`src/rtl/rtc_timekeeper.sv`:
```
// rtc_timekeeper: 24 h real-time clock with prescaler, button set mode,
// 12/24 h display mapping and a one-shot alarm that times out.
module rtc_timekeeper #(
    parameter int CLK_HZ     = 50_000_000,
    parameter int ALARM_SECS = 60
) (
    input  logic       clk,
    input  logic       rst,
    input  logic       run_en,
    input  logic       set_min,
    input  logic       set_hr,
    input  logic       mode12,
    input  logic       alarm_en,
    input  logic [4:0] alarm_hr,
    input  logic [5:0] alarm_min,
    input  logic       alarm_ack,
    output logic [5:0] sec,
    output logic [5:0] min,
    output logic [4:0] hr,
    output logic       pm,
    output logic       tick,
    output logic       alarm
);
    localparam int PW = $clog2(CLK_HZ);
    localparam logic [PW-1:0] PMAX = PW'(CLK_HZ - 1);

    typedef enum logic {SET, RUN} state_t;
    typedef enum logic {A_IDLE, A_RING} astate_t;

    state_t        state;
    astate_t       astate;
    logic [PW-1:0] pre;
    logic [4:0]    h;
    logic [7:0]    cnt;
    logic          min_q, hr_q;
    logic          adv, step, min_edge, hr_edge, match;
    logic [5:0]    nsec, nmin;
    logic [4:0]    nhr;

    assign adv      = (state == RUN) && run_en;
    assign step     = adv && (pre == PMAX);
    assign min_edge = set_min && !min_q && (state == SET);
    assign hr_edge  = set_hr && !hr_q && (state == SET);
    assign nsec     = (sec == 6'd59) ? 6'd0 : sec + 6'd1;
    assign nmin     = (sec != 6'd59) ? min : (min == 6'd59) ? 6'd0 : min + 6'd1;
    assign nhr      = (sec != 6'd59 || min != 6'd59) ? h : (h == 5'd23) ? 5'd0 : h + 5'd1;
    // Out-of-range alarm settings can never equal a legal next time, so no range check is needed.
    assign match    = step && alarm_en && !alarm_ack && nsec == 6'd0 &&
                      nmin == alarm_min && nhr == alarm_hr;
    assign hr       = !mode12 ? h : (h == 5'd0) ? 5'd12 : (h > 5'd12) ? h - 5'd12 : h;
    assign pm       = h >= 5'd12;

    always_ff @(posedge clk or negedge rst) begin
        if (!rst) begin
            state  <= SET;
            astate <= A_IDLE;
            pre    <= '0;
            sec    <= '0;
            min    <= '0;
            h      <= '0;
            cnt    <= '0;
            min_q  <= 1'b0;
            hr_q   <= 1'b0;
            tick   <= 1'b0;
            alarm  <= 1'b0;
        end else begin
            state <= run_en ? RUN : SET;
            min_q <= set_min;
            hr_q  <= set_hr;
            pre   <= (!adv || pre == PMAX) ? '0 : pre + 1'b1;
            tick  <= step;
            if (step) begin
                sec <= nsec;
                min <= nmin;
                h   <= nhr;
            end else begin
                if (!run_en) sec <= '0;
                if (min_edge) min <= (min == 6'd59) ? 6'd0 : min + 6'd1;
                if (hr_edge) h <= (h == 5'd23) ? 5'd0 : h + 5'd1;
            end
            if (astate == A_IDLE) begin
                if (match) begin
                    astate <= A_RING;
                    alarm  <= 1'b1;
                    cnt    <= '0;
                end
            end else if (alarm_ack || !alarm_en || cnt == 8'(ALARM_SECS)) begin
                astate <= A_IDLE;
                alarm  <= 1'b0;
            end else if (step) begin
                cnt <= cnt + 8'd1;
            end
        end
    end
endmodule

```
`config.mk`:
```
export PLATFORM = sky130hd
export DESIGN_NAME = rtc_timekeeper
export DESIGN_NICKNAME = d
export VERILOG_FILES = /design/src/rtl/rtc_timekeeper.sv
export SDC_FILE = /design/constraint.sdc
export NUM_CORES = 1
export LEC_CHECK = 0
export CAP_MARGIN = 20
export CORE_UTILIZATION = 57
export DETAILED_ROUTE_END_ITERATION = 8
export PLACE_DENSITY_LB_ADDON = 0.3
export SYNTH_ARGS = -nofsm -noshare
export SYNTH_HDL_FRONTEND = slang
export SYNTH_SLANG_ARGS = --single-unit
```
`constraint.sdc`:
```
create_clock -name clk -period 3.7 [get_ports clk]
set_clock_uncertainty 0.2 [all_clocks]
set_input_delay 0.74 -clock clk [delete_from_list [all_inputs] [get_ports clk]]
set_output_delay 0.74 -clock clk [all_outputs]
set_load 0.05 [all_outputs]
```
Word-level counts from Yosys, hierarchy flattened
Index checks and enable logic that the tools add are counted.
{"block": "word_totals", "regBits": 57, "input_bits": 19, "output_inout_bits": 20}
{"block": "op_classes", "addsub": 6, "n_lt_le_gt_ge": 2, "n_eq_ne": 13, "mux": 26, "bitwise": 1, "reduce_logical": 27}
{"op": "$mux W6", "n": 7}
{"op": "$mux W5", "n": 7}
{"op": "$mux W8", "n": 4}
{"op": "$add A26 B1 Y26 const B", "n": 1}
{"op": "$eq A26 B26 Y1 const B", "n": 1}
{"op": "$mux W26", "n": 1}
{"op": "$add A6 B1 Y6 const B", "n": 2}
{"op": "$eq A6 B6 Y1 const B", "n": 2}
{"op": "$ne A6 B6 Y1 const B", "n": 2}
{"op": "$logic_and A1 B1 Y1", "n": 11}
{"op": "$add A8 B1 Y8 const B", "n": 1}
{"op": "$eq A8 B6 Y1 const B", "n": 1}
{"op": "$mux W1", "n": 7}
{"op": "$eq A6 B6 Y1", "n": 1}
{"op": "$logic_not A6 Y1", "n": 1}
{"op": "$ne A2 B1 Y1 const B", "n": 3}
{"op": "$reduce_bool A2 Y1", "n": 3}
{"op": "$add A5 B1 Y5 const B", "n": 1}
{"op": "$eq A5 B5 Y1", "n": 1}
{"op": "$eq A5 B5 Y1 const B", "n": 1}
{"op": "$ge A5 B4 Y1 const B", "n": 1}
{"op": "$gt A5 B4 Y1 const B", "n": 1}
{"op": "$logic_not A1 Y1", "n": 5}
{"op": "$logic_not A5 Y1", "n": 1}
{"op": "6 further kinds", "n": 9}

Depth between registers and ports, before layout
{"block": "logic_depth", "word_depth": 9, "depth_mapped": 10}

Least setup slack after synthesis
No wires, ideal clock.
{"block": "synth_path", "path_type": "in2out", "startpoint": "input mode12", "endpoint": "output hr[4]", "t_arrival_ps": 2347, "required_ps": 2760, "slack_ps": 413, "stages": 3, "path_buffers": 0, "cell_sequence": "inv_1 -> or4_1 -> a21boi_0"}
{"block": "synth_between", "elab_chain_len": 1}
{"element": "start: declaration", "line": "12", "text": "input logic mode12,"}
{"element": "$mux W5", "line": "50", "text": "assign hr = !mode12 ? h : (h == 5'd0) ? 5'd12 : (h > 5'd12) ? h - 5'd12 : h;"}
{"element": "end: declaration", "line": "19", "text": "output logic [4:0] hr,"}
Every way passes these cells.

Final worst setup path
{"block": "layout_path", "startpoint": "input mode12", "endpoint": "output hr[1]"}
Same word-level chain as after synthesis.

==> impl_metrics.ini <==
[power_and_ir_drop]
share_clk_of_total_power_pct = 28.5
ir_drop_mv = 0.486
power.combinational.fraction_pct = 34.4
power-per-cell-area_nw_per_um2 = 495
intPower_mw = 1.26
power_dissipated_by_switching_net_loads_mw = 0.804
pwr-share-seq_pct = 37.1
static_leak_nw = 1.74
net_sw_share_pct = 39.0

[synth]
synth_top_area_share_pct = 40.0
synth_nets = 434
synth_async_sr_flop_share_pct = 100
ys.warnings.count = 0
postSynthAreaPerCell_sq_um = 8.82
synth.top_cells.by_area = sky130_fd_sc_hd__dfrtp_1, sky130_fd_sc_hd__nor2_1, sky130_fd_sc_hd__xor2_1
post_synth_inst_count = 404
synth-edff-count = 0
post_synthesis_cell_area_sq_um = 3560
sequential_share_of_the_synthesized_area_pct = 40.0
synth-seq-cells = 57
netlist-cell-type-count = 55
synth_flop_cell = sky130_fd_sc_hd__dfrtp_1
post-synth-top-area-cell = sky130_fd_sc_hd__dfrtp_1

[layout]
nNetsFinal = 472
area_used_by_sequential_logic_in_the_layout_sq_um = 1430
layout.core_utilization_pct = 69.4
n_fill_cell = 470
syn_to_final_growth_pct = 16.7
post-route-cell-area_sq_um = 4160
antenna_cells = 0
area_of_the_multi_input_gates_sq_um = 1980
final_layout_size_suffix_gt1_share_pct = 7.16
finish.cell_count_without_fillers = 522

[routing]
wirelength_um = 7550
tritonroute_pass_1_iters = 5
drt-initial-drc-count = 243
drt-vias-per-instance = 5.86
ant_nets = 0
drc = 0
route.vias.total = 3058
route.detailed.wl_per_inst_um = 14.5

[critical_path]
worst_setup_path_start_kind = primary input
type_of_the_worst_setup_path = primary input to output pin
endpoint_kind_of_the_worst_setup_timing_path = output pin
cp_max_stage_delay_ns = 0.70
worst_ep_required_time_ns = 2.76
reg_to_reg_endpoint = cnt[5]
timing.reg2reg.worst_path_depth = 8
crit_path_start = mode12
worst_ep_arrival_time_ns = 2.38
cp_slowest_cell = sky130_fd_sc_hd__clkdlybuf4s50_1
path_common_cell = sky130_fd_sc_hd__clkdlybuf4s50_1
critPathCapture = hr[1]
r2r_setup_slack_ns = 0.46
worstPathCellList = clkdlybuf4s50_1 -> nand4b_1 -> and2_1 -> clkdlybuf4s50_1
worstPathMaxFanout = 5
reg_to_reg_start = min[0]

[floorplan]
die_width_um = 81.1
placementRows = 28
floorplan.die.height_um = 81.1
fp.dieArea_sq_um = 6570
initial_utilization_pct = 59.5
io-pin-count = 39
core_region_area_sq_um = 5990

[placed_design]
postPlaceCellArea_sq_um = 3950
detailedPlacementHpwl_um = 5600
dp_cells = 506
final_weighted_congestion_in_routability_driven_placement = 0.952
port_buffers = 38

[clocking]
cts-htree-levels = 3
maximum_clock_insertion_buffer_count = 2
cts_inserted_buffers = 9
clkLatencyLatePin_ns = 0.34
cts-root-buf = sky130_fd_sc_hd__clkbuf_8
clk_transition_reported_paths_ns = 0.07
cts_setup_buffers = 0
cts_num_sinks = 57
cts_tree = built

[global_route]
antenna_found_initial = 0
grt_usage_pct = 25.3
grt_first_pass_wirelength_um = 12600
grt_overflow = 0
grt_max_degree = 30
first_global_vias = 2765

[worst_hold_path]
hold_path_class = primary input to async pin

[sta]
max_transition_viols_final = 0
finalCriticalPeriod_ns = 3.32
timing_worst_slew_pin_value_ns = 0.824
finalCritPeriodShare_pct = 89.7
fin_setup_tns_ns = 0
max_freq_mhz = 301
timing.final.hold_violations = 0
rsz0062_at_grt = false
maxSlewHeadroom_pct = 44.5
setup_failing_eps_final = 0

[flow_run]
max_cap_viol_count = 0

[run_status]
result_of_the_run = completed
registers in the layout, summed over array words and instances (netlist names):
register,flops
sec,6
alarm,1
tick,1
h,5
cnt,8
astate,1
pre,26
state,1
min,6
min_q,1
hr_q,1
how the worst min path moves through the flow:
stage          cells after the start  slack [ns]      to  startpoint
2_1_floorplan                      0        0.24   alarm         rst
3_3_place_gp                       1        0.26   alarm       alarm
3_5_place_dp                       1        0.29   alarm       alarm
4_1_cts                            1        0.22  pre[2]         rst
5_1_grt                            1        0.26  pre[2]         rst
6_report                           1        0.21  pre[2]         rst
power by group through the flow:
stage | clock network, mW | logic, mW | registers [mW]
CTS | 0.602 | 0.709 | 0.762
global placement | 0 | 0.698 | 0.773
finish | 0.588 | 0.708 | 0.765
floorplan | 0 | 0.470 | 0.792
global route | 0.630 | 0.765 | 0.778
detailed placement | 0 | 0.707 | 0.773
final cells by class:
| cell class | count | area share (%) |
|---|---|---|
| Multi-Input combinational cell | 319 | 47.6 |
| Sequential cell | 57 | 34.3 |
| Timing Repair Buffer | 40 | 9.63 |
| Clock buffer | 10 | 3.31 |
| Tap cell | 75 | 2.26 |
| Clock inverter | 6 | 1.59 |
| Inverter | 15 | 1.35 |
worst max-delay path, delay by kind of cell:
family	cells	cell delay [ns]
buf+inv	2	1.23
simple gates	2	0.40
stage by stage:
step	setup slack, ns	hold slack (ns)	total power, mW
6_report	0.382	0.207	2.06
5_1_grt	0.238	0.259	2.17
4_1_cts	0.147	0.224	2.07
3_5_place_dp	0.216	0.289	1.48
3_3_place_gp	0.340	0.262	1.47
2_1_floorplan	0.413	0.244	1.26
cell usage after synthesis (all sizes together), types with 2 or more instances:
master   instances
nand2           35
nor3            10
and3            12
nand3           23
dfrtp           57
a311oi           2
a21o             4
o211ai           3
a21oi           15
o22ai            2
mux2i            5
a31oi            4
and3b            2
xnor2           13
or4              2
and4             3
or2              3
buf              8
nor4             5
or3              7
xor2            23
nand4b           3
a21boi           2
and2             7
nor2b            4
nand3b           3
nand4           12
clkbuf           5
nand2b           6
inv             15
ha              11
a2111oi          2
nor2            55
o31ai            4
o21ai           27
logic make-up after synthesis:
| logic type | Yosys count | synth area share (%) |
|---|---|---|
| multiplexers | 5 | 1.40 |
| buffers and inverters | 28 | 4.46 |
| flip-flops | 57 | 40.0 |
| AO/OA/AOI/OAI | 72 | 12.5 |
| AND/OR/NAND/NOR | 195 | 28.9 |
| adder cells (fa/ha/maj) | 11 | 3.86 |
| XOR/XNOR | 36 | 8.85 |
metal layers:
metal / GRT usage [%] / routed length [um] / vias up / share of wire [%]
li1: - / - / 1502 / -
met1: 37.8 / 3710 / 1439 / 49
met2: 34.6 / 3260 / 106 / 43
met3: 6.85 / 485 / 11 / 6.4
met4: 9.46 / 97 / 0 / 1.3
met5: 0 / 0 / - / 0
placed cells by master, fill, tap and decap left out, types with 10 or more instances in the layout:
| master | synthesis | final |
|---|---|---|
| sky130_fd_sc_hd__dfrtp_1 | 57 | 57 |
| sky130_fd_sc_hd__nor2_1 | 55 | 55 |
| sky130_fd_sc_hd__nand2_1 | 34 | 34 |
| sky130_fd_sc_hd__clkdlybuf4s50_1 | 0 | 34 |
| sky130_fd_sc_hd__nand3_1 | 23 | 23 |
| sky130_fd_sc_hd__o21ai_0 | 23 | 23 |
| sky130_fd_sc_hd__xor2_1 | 23 | 23 |
| sky130_fd_sc_hd__inv_1 | 15 | 15 |
| sky130_fd_sc_hd__a21oi_1 | 15 | 15 |
| sky130_fd_sc_hd__xnor2_1 | 13 | 13 |
| sky130_fd_sc_hd__nand4_1 | 11 | 11 |
| sky130_fd_sc_hd__and3_1 | 11 | 11 |
| sky130_fd_sc_hd__ha_1 | 11 | 11 |
| sky130_fd_sc_hd__clkbuf_8 | 0 | 10 |
what timing repair did:
action	in CTS	in global routing
hold buffers	0	0
endpoints found under the setup margin	0	1
resized for setup	0	1
Power figures use the tool's default switching activity.
